## config.mk

```make
export PLATFORM = sky130hd
export DESIGN_NAME = demux1_8_deser_flat
export DESIGN_NICKNAME = d
export VERILOG_FILES = /design/src/rtl/demux1_8_deser_if.sv /design/src/rtl/demux1_8_deser.sv /design/src/flat_wrapper.sv
export SDC_FILE = /design/constraint.sdc
export NUM_CORES = 1
export LEC_CHECK = 0
export BUFFER_PORTS_ARGS = -buffer_cell sky130_fd_sc_hd__clkbuf_2
export CORE_MARGIN = 2
export CORE_UTILIZATION = 58
export CTS_CLUSTER_SIZE = 30
export DETAILED_ROUTE_END_ITERATION = 8
export PLACE_DENSITY = 0.82
export SLEW_MARGIN = 40
export SYNTH_ARGS = -nofsm -noshare
export SYNTH_HDL_FRONTEND = slang
export SYNTH_SLANG_ARGS = --single-unit
```

## constraint.sdc

```tcl
create_clock -name clk -period 3.1 [get_ports clk]
set_clock_uncertainty 0.1 [all_clocks]
set_input_delay 0.155 -clock clk [delete_from_list [all_inputs] [get_ports clk]]
set_output_delay 0.155 -clock clk [all_outputs]
set_load 0.03 [all_outputs]
```

## src/rtl/demux1_8_deser_if.sv

```systemverilog
// Bus bundle for the 1:8 deserializer: serial input side plus word output handshake.
interface demux1_8_deser_if;
  logic       din;
  logic       din_valid;
  logic       sof;
  logic [7:0] dout;
  logic       dout_valid;
  logic       dout_ready;
  logic [2:0] idx;
  logic       overrun;
  logic       frame_err;

  // master: transmitter/consumer side; slave: the deserializer itself
  modport master (
    output din, din_valid, sof, dout_ready,
    input  dout, dout_valid, idx, overrun, frame_err
  );

  modport slave (
    input  din, din_valid, sof, dout_ready,
    output dout, dout_valid, idx, overrun, frame_err
  );
endinterface

```

## src/rtl/demux1_8_deser.sv

```systemverilog
// Collects a serial stream driven by an 8:1 select mux back into 8-bit words,
// presented through a one-word valid/ready holding register.
module demux1_8_deser #(
  parameter int unsigned MSB_FIRST = 0
) (
  input logic              clk,
  input logic              rst,
  demux1_8_deser_if.slave  bus
);

  localparam int unsigned W         = 8;
  localparam int unsigned IW        = 3;
  localparam int unsigned FIRST_POS = (MSB_FIRST != 0) ? (W - 1) : 0;

  logic [IW-1:0] idx_q, idx_d;
  logic [W-1:0]  part_q, part_d;
  logic [W-1:0]  dout_q, dout_d;
  logic          dout_valid_q, dout_valid_d;
  logic          overrun_q, overrun_d;
  logic          frame_err_q, frame_err_d;

  logic [IW-1:0] bit_pos_c;
  logic [W-1:0]  word_c;
  logic          complete_c;
  logic          xfer_c;

  assign bit_pos_c = (MSB_FIRST != 0) ? (IW'(W - 1) - idx_q) : idx_q;
  assign xfer_c    = dout_valid_q & bus.dout_ready;

  // Bit collection, completion and holding-register update.
  always_comb begin
    idx_d        = idx_q;
    part_d       = part_q;
    dout_d       = dout_q;
    dout_valid_d = dout_valid_q;
    overrun_d    = overrun_q;
    frame_err_d  = 1'b0;
    complete_c   = 1'b0;
    word_c       = part_q;
    word_c[bit_pos_c] = bus.din;

    if (bus.din_valid) begin
      if (bus.sof) begin
        // sof restarts the frame even on what would be the 8th bit
        part_d                 = '0;
        part_d[IW'(FIRST_POS)] = bus.din;
        idx_d                  = IW'(1);
        frame_err_d            = (idx_q != '0);
      end else begin
        part_d = word_c;
        idx_d  = idx_q + IW'(1);
        if (idx_q == IW'(W - 1)) begin
          complete_c = 1'b1;
          part_d     = '0;
        end
      end
    end

    if (xfer_c) begin
      dout_valid_d = 1'b0;
    end

    if (complete_c) begin
      if (!dout_valid_q || xfer_c) begin
        dout_d       = word_c;
        dout_valid_d = 1'b1;
      end else begin
        overrun_d = 1'b1;
      end
    end
  end

  always_ff @(posedge clk) begin
    if (rst) begin
      idx_q        <= '0;
      part_q       <= '0;
      dout_q       <= '0;
      dout_valid_q <= 1'b0;
      overrun_q    <= 1'b0;
      frame_err_q  <= 1'b0;
    end else begin
      idx_q        <= idx_d;
      part_q       <= part_d;
      dout_q       <= dout_d;
      dout_valid_q <= dout_valid_d;
      overrun_q    <= overrun_d;
      frame_err_q  <= frame_err_d;
    end
  end

  assign bus.idx        = idx_q;
  assign bus.dout       = dout_q;
  assign bus.dout_valid = dout_valid_q;
  assign bus.overrun    = overrun_q;
  assign bus.frame_err  = frame_err_q;

endmodule

```

## src/flat_wrapper.sv

```systemverilog
// flat-port wrapper written by rule: the top's interface ports become plain ports
module demux1_8_deser_flat 
#(
  parameter int unsigned MSB_FIRST = 0
)
  (clk, rst, bus_din, bus_din_valid, bus_sof, bus_dout_ready, bus_dout, bus_dout_valid, bus_idx, bus_overrun, bus_frame_err);
  demux1_8_deser_if bus_i ();
  input logic clk;
  input logic rst;
  input wire logic [$bits(bus_i.din)-1:0] bus_din;
  input wire logic [$bits(bus_i.din_valid)-1:0] bus_din_valid;
  input wire logic [$bits(bus_i.sof)-1:0] bus_sof;
  input wire logic [$bits(bus_i.dout_ready)-1:0] bus_dout_ready;
  output wire logic [$bits(bus_i.dout)-1:0] bus_dout;
  output wire logic [$bits(bus_i.dout_valid)-1:0] bus_dout_valid;
  output wire logic [$bits(bus_i.idx)-1:0] bus_idx;
  output wire logic [$bits(bus_i.overrun)-1:0] bus_overrun;
  output wire logic [$bits(bus_i.frame_err)-1:0] bus_frame_err;
  assign bus_i.din = bus_din;
  assign bus_i.din_valid = bus_din_valid;
  assign bus_i.sof = bus_sof;
  assign bus_i.dout_ready = bus_dout_ready;
  assign bus_dout = bus_i.dout;
  assign bus_dout_valid = bus_i.dout_valid;
  assign bus_idx = bus_i.idx;
  assign bus_overrun = bus_i.overrun;
  assign bus_frame_err = bus_i.frame_err;
  demux1_8_deser #(.MSB_FIRST(MSB_FIRST)) u_core (.clk(clk), .rst(rst), .bus(bus_i));
endmodule
```

==> results of run 1 <==
-- registers in the layout, summed over array words and instances (netlist names) --
signal	cells
u_core.bus.frame_err	1
u_core.bus.overrun	1
u_core.part_q	8
u_core.bus.idx	3
u_core.bus.dout_valid	1
u_core.bus.dout	8
-- logic make-up after synthesis --
group	count (synthesis)	share of synthesized area, %
buf+inv	14	6.65
fa+ha+maj	3	3.22
flops	22	37.8
compound gates	28	17.5
simple gates	51	28.0
mux	8	6.87
-- power breakdown --
group          total (mW)  internal (mW)  switching (mW)
sequential          0.293          0.286         0.00643
combinational      0.0466         0.0190          0.0276
clock               0.222          0.131          0.0917
-- final cells by class --
class                      count  area (um2)
sequential                    22         440
multi-input combinational     90         648
fill                         170         644
clock inverter                 1        30.0
inverter                       2        7.51
timing repair buffer          19        95.1
clock buffer                   3        22.5
tap                           27        33.8
-- routing by layer --
metal	part of all wire (%)	routed length [um]	global-route usage, %
met1	46	1070	27.9
met2	47	1080	34.0
met3	5.5	127	3.99
met4	1.3	30	8.57
met5	0	0	0
-- Yosys cell counts (all sizes together) --
cell type and n:
or3b 3, a31oi 9, a21oi 10, nor2b 4
nand3b 3, nand3 8, nand2 2, nor3b 1
mux2i 8, and4bb 1, ha 3, nor2 7
buf 8, nor3 3, a311oi 8, or4b 1
clkbuf 4, and3b 1, nand4b 1, inv 2
nand4 1, nand2b 14, and2b 1, a2bb2oi 1
dfxtp 22
-- worst min-delay path, cell delays in order --
cell and delay (ns):
sky130_fd_sc_hd__clkbuf_2 0.08, sky130_fd_sc_hd__nor2b_1 0.04, sky130_fd_sc_hd__nor2_1 0.09, sky130_fd_sc_hd__nor2_1 0.04
-- metrics by stage --
stage                     util (%)  setup slack (ns)  total power [mW]  instances  cell area, um2
after floorplan                  -              1.40             0.334        126            1170
after global placement        63.7              1.02             0.343        160            1220
after detailed placement      63.7             0.881             0.345        160            1220
after CTS                     66.5             0.845             0.565        164            1280
after global routing          66.5             0.630             0.582        164            1280
final                         66.5             0.839             0.562        164            1280
-- worst paths after layout --
kind | to | slack (ns) | cells after the start
setup / recovery | u_core.bus.dout[5]$_SDFFE_PP0P_ | 0.84 | 5
hold / removal | u_core.bus.dout_valid$_SDFF_PP0_ | 0.03 | 4
setup reg to reg | u_core.bus.dout[5]$_SDFFE_PP0P_ | 0.84 | 5
hold reg to reg | u_core.bus.overrun$_SDFFE_PP0P_ | 0.38 | 2
==> results.md, run 1 <==
- Run status: complete, no violations
- Worst slew slack as a fraction of its limit: 58.5%
- Number of hold violations in the final report: 0
- Number of iterations in the first detailed-routing pass: 4
- Synth Register Bits: 22
- Endpoint arrival time on the critical path: 2.40 ns
- Worst Path Buf+Inv: 0
- Final Slew Violations: 0
- Portion of the post-synthesis area used by sequential elements: 37.8%
- Post-synthesis instance total: 126
- Count of cells resized by post-cts repair: 0
- TritonCTS clock tree: yes
- CP most frequent cell: sky130_fd_sc_hd__ha_1
- Hold Startpoint: bus_dout_ready
- Worst supply voltage drop on vdd: ~0.00026 V
- Final period utilization: ~73%
- RSZ-0062 raised after global routing: no
- Total routing resource utilization after global routing: 21.1%
- Sink count of the clock tree: 22
- Half-perimeter wire length of the detailed placement result: around 1.6 mm
- Height of the die: 48.8 um
- Worst Setup SP: u_core.bus.idx[0]$_SDFFE_PP0P_
- Most frequent standard cell in the layout excluding fill and tap cells: sky130_fd_sc_hd__dfxtp_1
- Top achievable clock speed: 442 MHz
- Initial antenna violation count: 0
- Layout net count: between 100 and 150
- CORE AREA: 1920 um2
- Initial core utilization: between 60% and 70%
- Shortest period the worst path allows: 2.26 ns
- Vias per std cell: 5.95
- Syn Area/Cell: 9.25 um2
- Highest fanout seen on the critical path: 18
- Final ANT Viol Nets: 0
- Final setup fails: 0
- Horizontal die dimension: 48.8 um
- Kind of cell adding the most delay to the critical path: flip-flops
- H-Tree Level Count: 1
- Hold WS: 0.0275 ns
- Reg clk slew, reported paths: 0.13 ns
- Global placement routability congestion: ~0.74
- Post-CTS Hold Fix Bufs: 0
- Kind of path behind the tightest hold check: in2reg
- Number of distinct library cells after synthesis: 32
- Setup TNS Final: 0 ns
- Insertion delay to the later sink of the worst-skew pair: 0.32 ns
- Input/output buffers: 19
- Final routed wire length divided by cell count: 14.0 um
- Yosys warnings: 0
- Slew of the pin with the lowest slew margin: around 0.62 ns
- Post-synthesis instance area: 1170 um2
- Maximum buffer depth of the clock tree: 2
- Kind of launch point of the worst setup path: flop
- Total Die Area: 2390 um2
- Top-Level Pins: 20
- Total length of routed wires: roughly 2.3 mm
- Worst R2R Start: u_core.bus.idx[0]$_SDFFE_PP0P_
- CTS Buf Count: 3
- Data required time at the worst endpoint: 3.24 ns
- Cell accounting for the most synthesized area: sky130_fd_sc_hd__dfxtp_1
- Number of diodes: 0
- Power density cells: 440 nW/um2
- Synthesis-to-finish area growth: 9.55%
- Leakage dissipation: around 0.5 nW
- Largest cells by area after synthesis: sky130_fd_sc_hd__dfxtp_1 (38%), sky130_fd_sc_hd__nand2b_1 (7.5%), sky130_fd_sc_hd__mux2i_1 (6.9%), sky130_fd_sc_hd__a31oi_1 (4.8%), sky130_fd_sc_hd__a21oi_1 (4.3%)
- Share of the synthesized area in the top cell type: between 30% and 40%
- Site row count: 16
- Slowest stage cell on the critical path: sky130_fd_sc_hd__dfxtp_1
- Pin count of the biggest net entering global routing: 23
- Total via count after detailed routing: between 900 and 1000
- Critical Path End Type: flop
- Clock root buffer: sky130_fd_sc_hd__clkbuf_4
- Post-Syn Nets: 135
- Largest stage delay on the critical path: 0.60 ns
- CP Cell Sequence: ha_1 > ha_1 > and3b_1 > a21oi_1 > a311oi_2
- Startpoint-to-endpoint class of the critical path: reg2reg
- Via count of the first global-routing pass: between 800 and 900
- Leading cell types in the layout, fill and taps excluded: sky130_fd_sc_hd__dfxtp_1 (22), sky130_fd_sc_hd__clkbuf_2 (19), sky130_fd_sc_hd__nand2b_1 (14)
- Initial DRC Count: 35
- Global route overflow: 0
- Layout cells sized above 1: 21.9%
- DRC violation count after routing: 0
- Global-route wire length before repair: about 3.9 mm
- Setup fix buffers added after clock tree synthesis: 0
- Maximum Capacitance Violations: 0
No activity file was read; power rests on OpenSTA's default activity.
==> inputs of run 2 (changes only) <==
- CORE_UTILIZATION: 58 -> 49
- PLACE_DENSITY: 0.82 -> 0.74
- clock period: 3.1 -> 1.98 ns (I/O delays scaled with it)
==> run 2 against run 1 <==
Critical path depth stayed put. Via count is 1.2% higher. Maximum frequency is 31% higher. Global-route usage is 1.3 points lower. Critical endpoint is now u_core.part_q[1]$_SDFFE_PP0P_. Routed wire length is 2.5% higher.
==> results.md, run 2 (synthesized netlist as in run 1, its figures left out) <==
- RSZ-0062 raised after global routing: no
- Shortest period the worst path allows: 1.73 ns
- Area after DPL: 1260 um2
- CTS Buf Count: 3
- Final routed wire length divided by cell count: 14.0 um
- Pin count of the biggest net entering global routing: 23
- Layout cells sized above 1: 24.1%
- Run status: complete, no violations
- Number of diodes: 0
- CORE AREA: roughly 2200 um2
- DRC violation count after routing: 0
- Startpoint-to-endpoint class of the critical path: reg2reg
- H-Tree Level Count: 1
- Height of the die: 52.8 um
- Data required time at the worst endpoint: around 2.1 ns
- Setup fix buffers added after clock tree synthesis: 0
- Initial antenna violation count: 0
- Reg clk slew, reported paths: 0.12 ns
- Initial core utilization: approximately 52%
- Total power after layout: 0.737 mW
- Synthesis-to-finish area growth: 10.6%
- Leading cell types in the layout, fill and taps excluded: sky130_fd_sc_hd__dfxtp_1 (22), sky130_fd_sc_hd__clkbuf_2 (19), sky130_fd_sc_hd__nand2b_1 (14)
- TritonCTS clock tree: yes
- Total routing resource utilization after global routing: 19.8%
- Most frequent standard cell in the layout excluding fill and tap cells: sky130_fd_sc_hd__dfxtp_1
- Global-route wire length before repair: 4.06 mm
- Hold WS: approximately 0.023 ns
- Endpoint arrival time on the critical path: between 1.5 and 2 ns
- Number of cells traversed by the worst hold path: 3
- Worst supply voltage drop on vdd: approximately 0.00038 V
- Initial DRC Count: 19
- Via count of the first global-routing pass: 924
- Slew of the pin with the lowest slew margin: 0.570 ns
- Worst R2R Start: u_core.bus.idx[0]$_SDFFE_PP0P_
- Half-perimeter wire length of the detailed placement result: ~1.6 mm
- Input/output buffers: 19
- Clock root buffer: sky130_fd_sc_hd__clkbuf_4
- Insertion delay to the later sink of the worst-skew pair: 0.30 ns
- Total length of routed wires: roughly 2.4 mm
- Sink count of the clock tree: 22
- Site row count: 17
- Highest fanout seen on the critical path: 7
- Power density cells: 571 nW/um2
- Vias per std cell: ~5.8
- Final setup fails: 0
- Kind of launch point of the worst setup path: flop
- Kind of path behind the tightest hold check: in2reg
- Worst slew slack as a fraction of its limit: between 60% and 70%
- Logic depth of the worst register-to-register path: 5
- Setup TNS Final: 0 ns
- Maximum Capacitance Violations: 0
- Global route overflow: 0
- Leakage dissipation: 0.514 nW
- Maximum buffer depth of the clock tree: 2
- Final Slew Violations: 0
- Total Die Area: around 2800 um2
- Top achievable clock speed: ~580 MHz
- Horizontal die dimension: 52.8 um
- Number of hold violations in the final report: 0
- Worst Setup SP: u_core.bus.idx[0]$_SDFFE_PP0P_
- Final ANT Viol Nets: 0
- Finished Cell Area: 1290 um2
- Critical Path End Type: flop
- Final period utilization: 87.3%
- Global placement routability congestion: 0.729
- Hold Startpoint: bus_sof
- Number of iterations in the first detailed-routing pass: 6
- Total via count after detailed routing: 988
- Top-Level Pins: 20
- Layout net count: 152
==> run 2: worst paths after layout <==
path	slack [ns]	endpoint
worst max-delay path	0.25	u_core.part_q[1]$_SDFFE_PP0P_
worst min register to register	0.40	u_core.bus.overrun$_SDFFE_PP0P_
worst min-delay path	0.02	u_core.bus.frame_err$_SDFF_PP0_
worst max register to register	0.25	u_core.part_q[1]$_SDFFE_PP0P_
==> run 2: final cells by class <==
cell class | instances | area, um2
fillers | 219 | 943
multi-input cells | 90 | 649
flip-flops and latches | 22 | 440
repair buffers | 24 | 135
well taps | 28 | 35.0
clock buffers | 3 | 22.5
inverters | 2 | 7.51
==> run 2: metrics by stage <==
| step | cells | setup WS [ns] | utilization (%) |
|---|---|---|---|
| final | 169 | 0.252 | 57.8 |
| after global routing | 169 | 0.140 | 57.8 |
| after CTS | 169 | 0.164 | 57.7 |
| after detailed placement | 165 | 0.197 | 56.2 |
| after global placement | 165 | 0.273 | 56.2 |
| after floorplan | 126 | 0.276 | - |
==> run 2: report_power, final <==
| group | switching (mW) | total [mW] | internal (mW) |
|---|---|---|---|
| sequential | 0.00284 | 0.451 | 0.448 |
| combinational | 0.0513 | 0.0853 | 0.0340 |
| clock | 0.130 | 0.201 | 0.0708 |
==> run 2: routing by layer <==
metal | up-vias | share of wire (%) | global-route usage (%)
li1 | 492 | - | -
met1 | 471 | 47 | 24.7
met2 | 21 | 47 | 34.2
met3 | 4 | 3.8 | 2.57
met4 | 0 | 1.4 | 7.69
met5 | - | 0 | 0
==> run 2: critical path, cell delays in order, from the launching register on <==
cell and delay [ns]:
sky130_fd_sc_hd__dfxtp_1 0.33, sky130_fd_sc_hd__ha_1 0.19, sky130_fd_sc_hd__ha_1 0.23, sky130_fd_sc_hd__nor3b_2 0.46, sky130_fd_sc_hd__nand3_1 0.16, sky130_fd_sc_hd__a31oi_1 0.17
==> run 2: timing repair <==
item	4_1_cts	5_1_grt
gates resized for setup	0	1
hold endpoints to repair	1	0
endpoints found under the setup margin	0	3
hold buffers	1	0
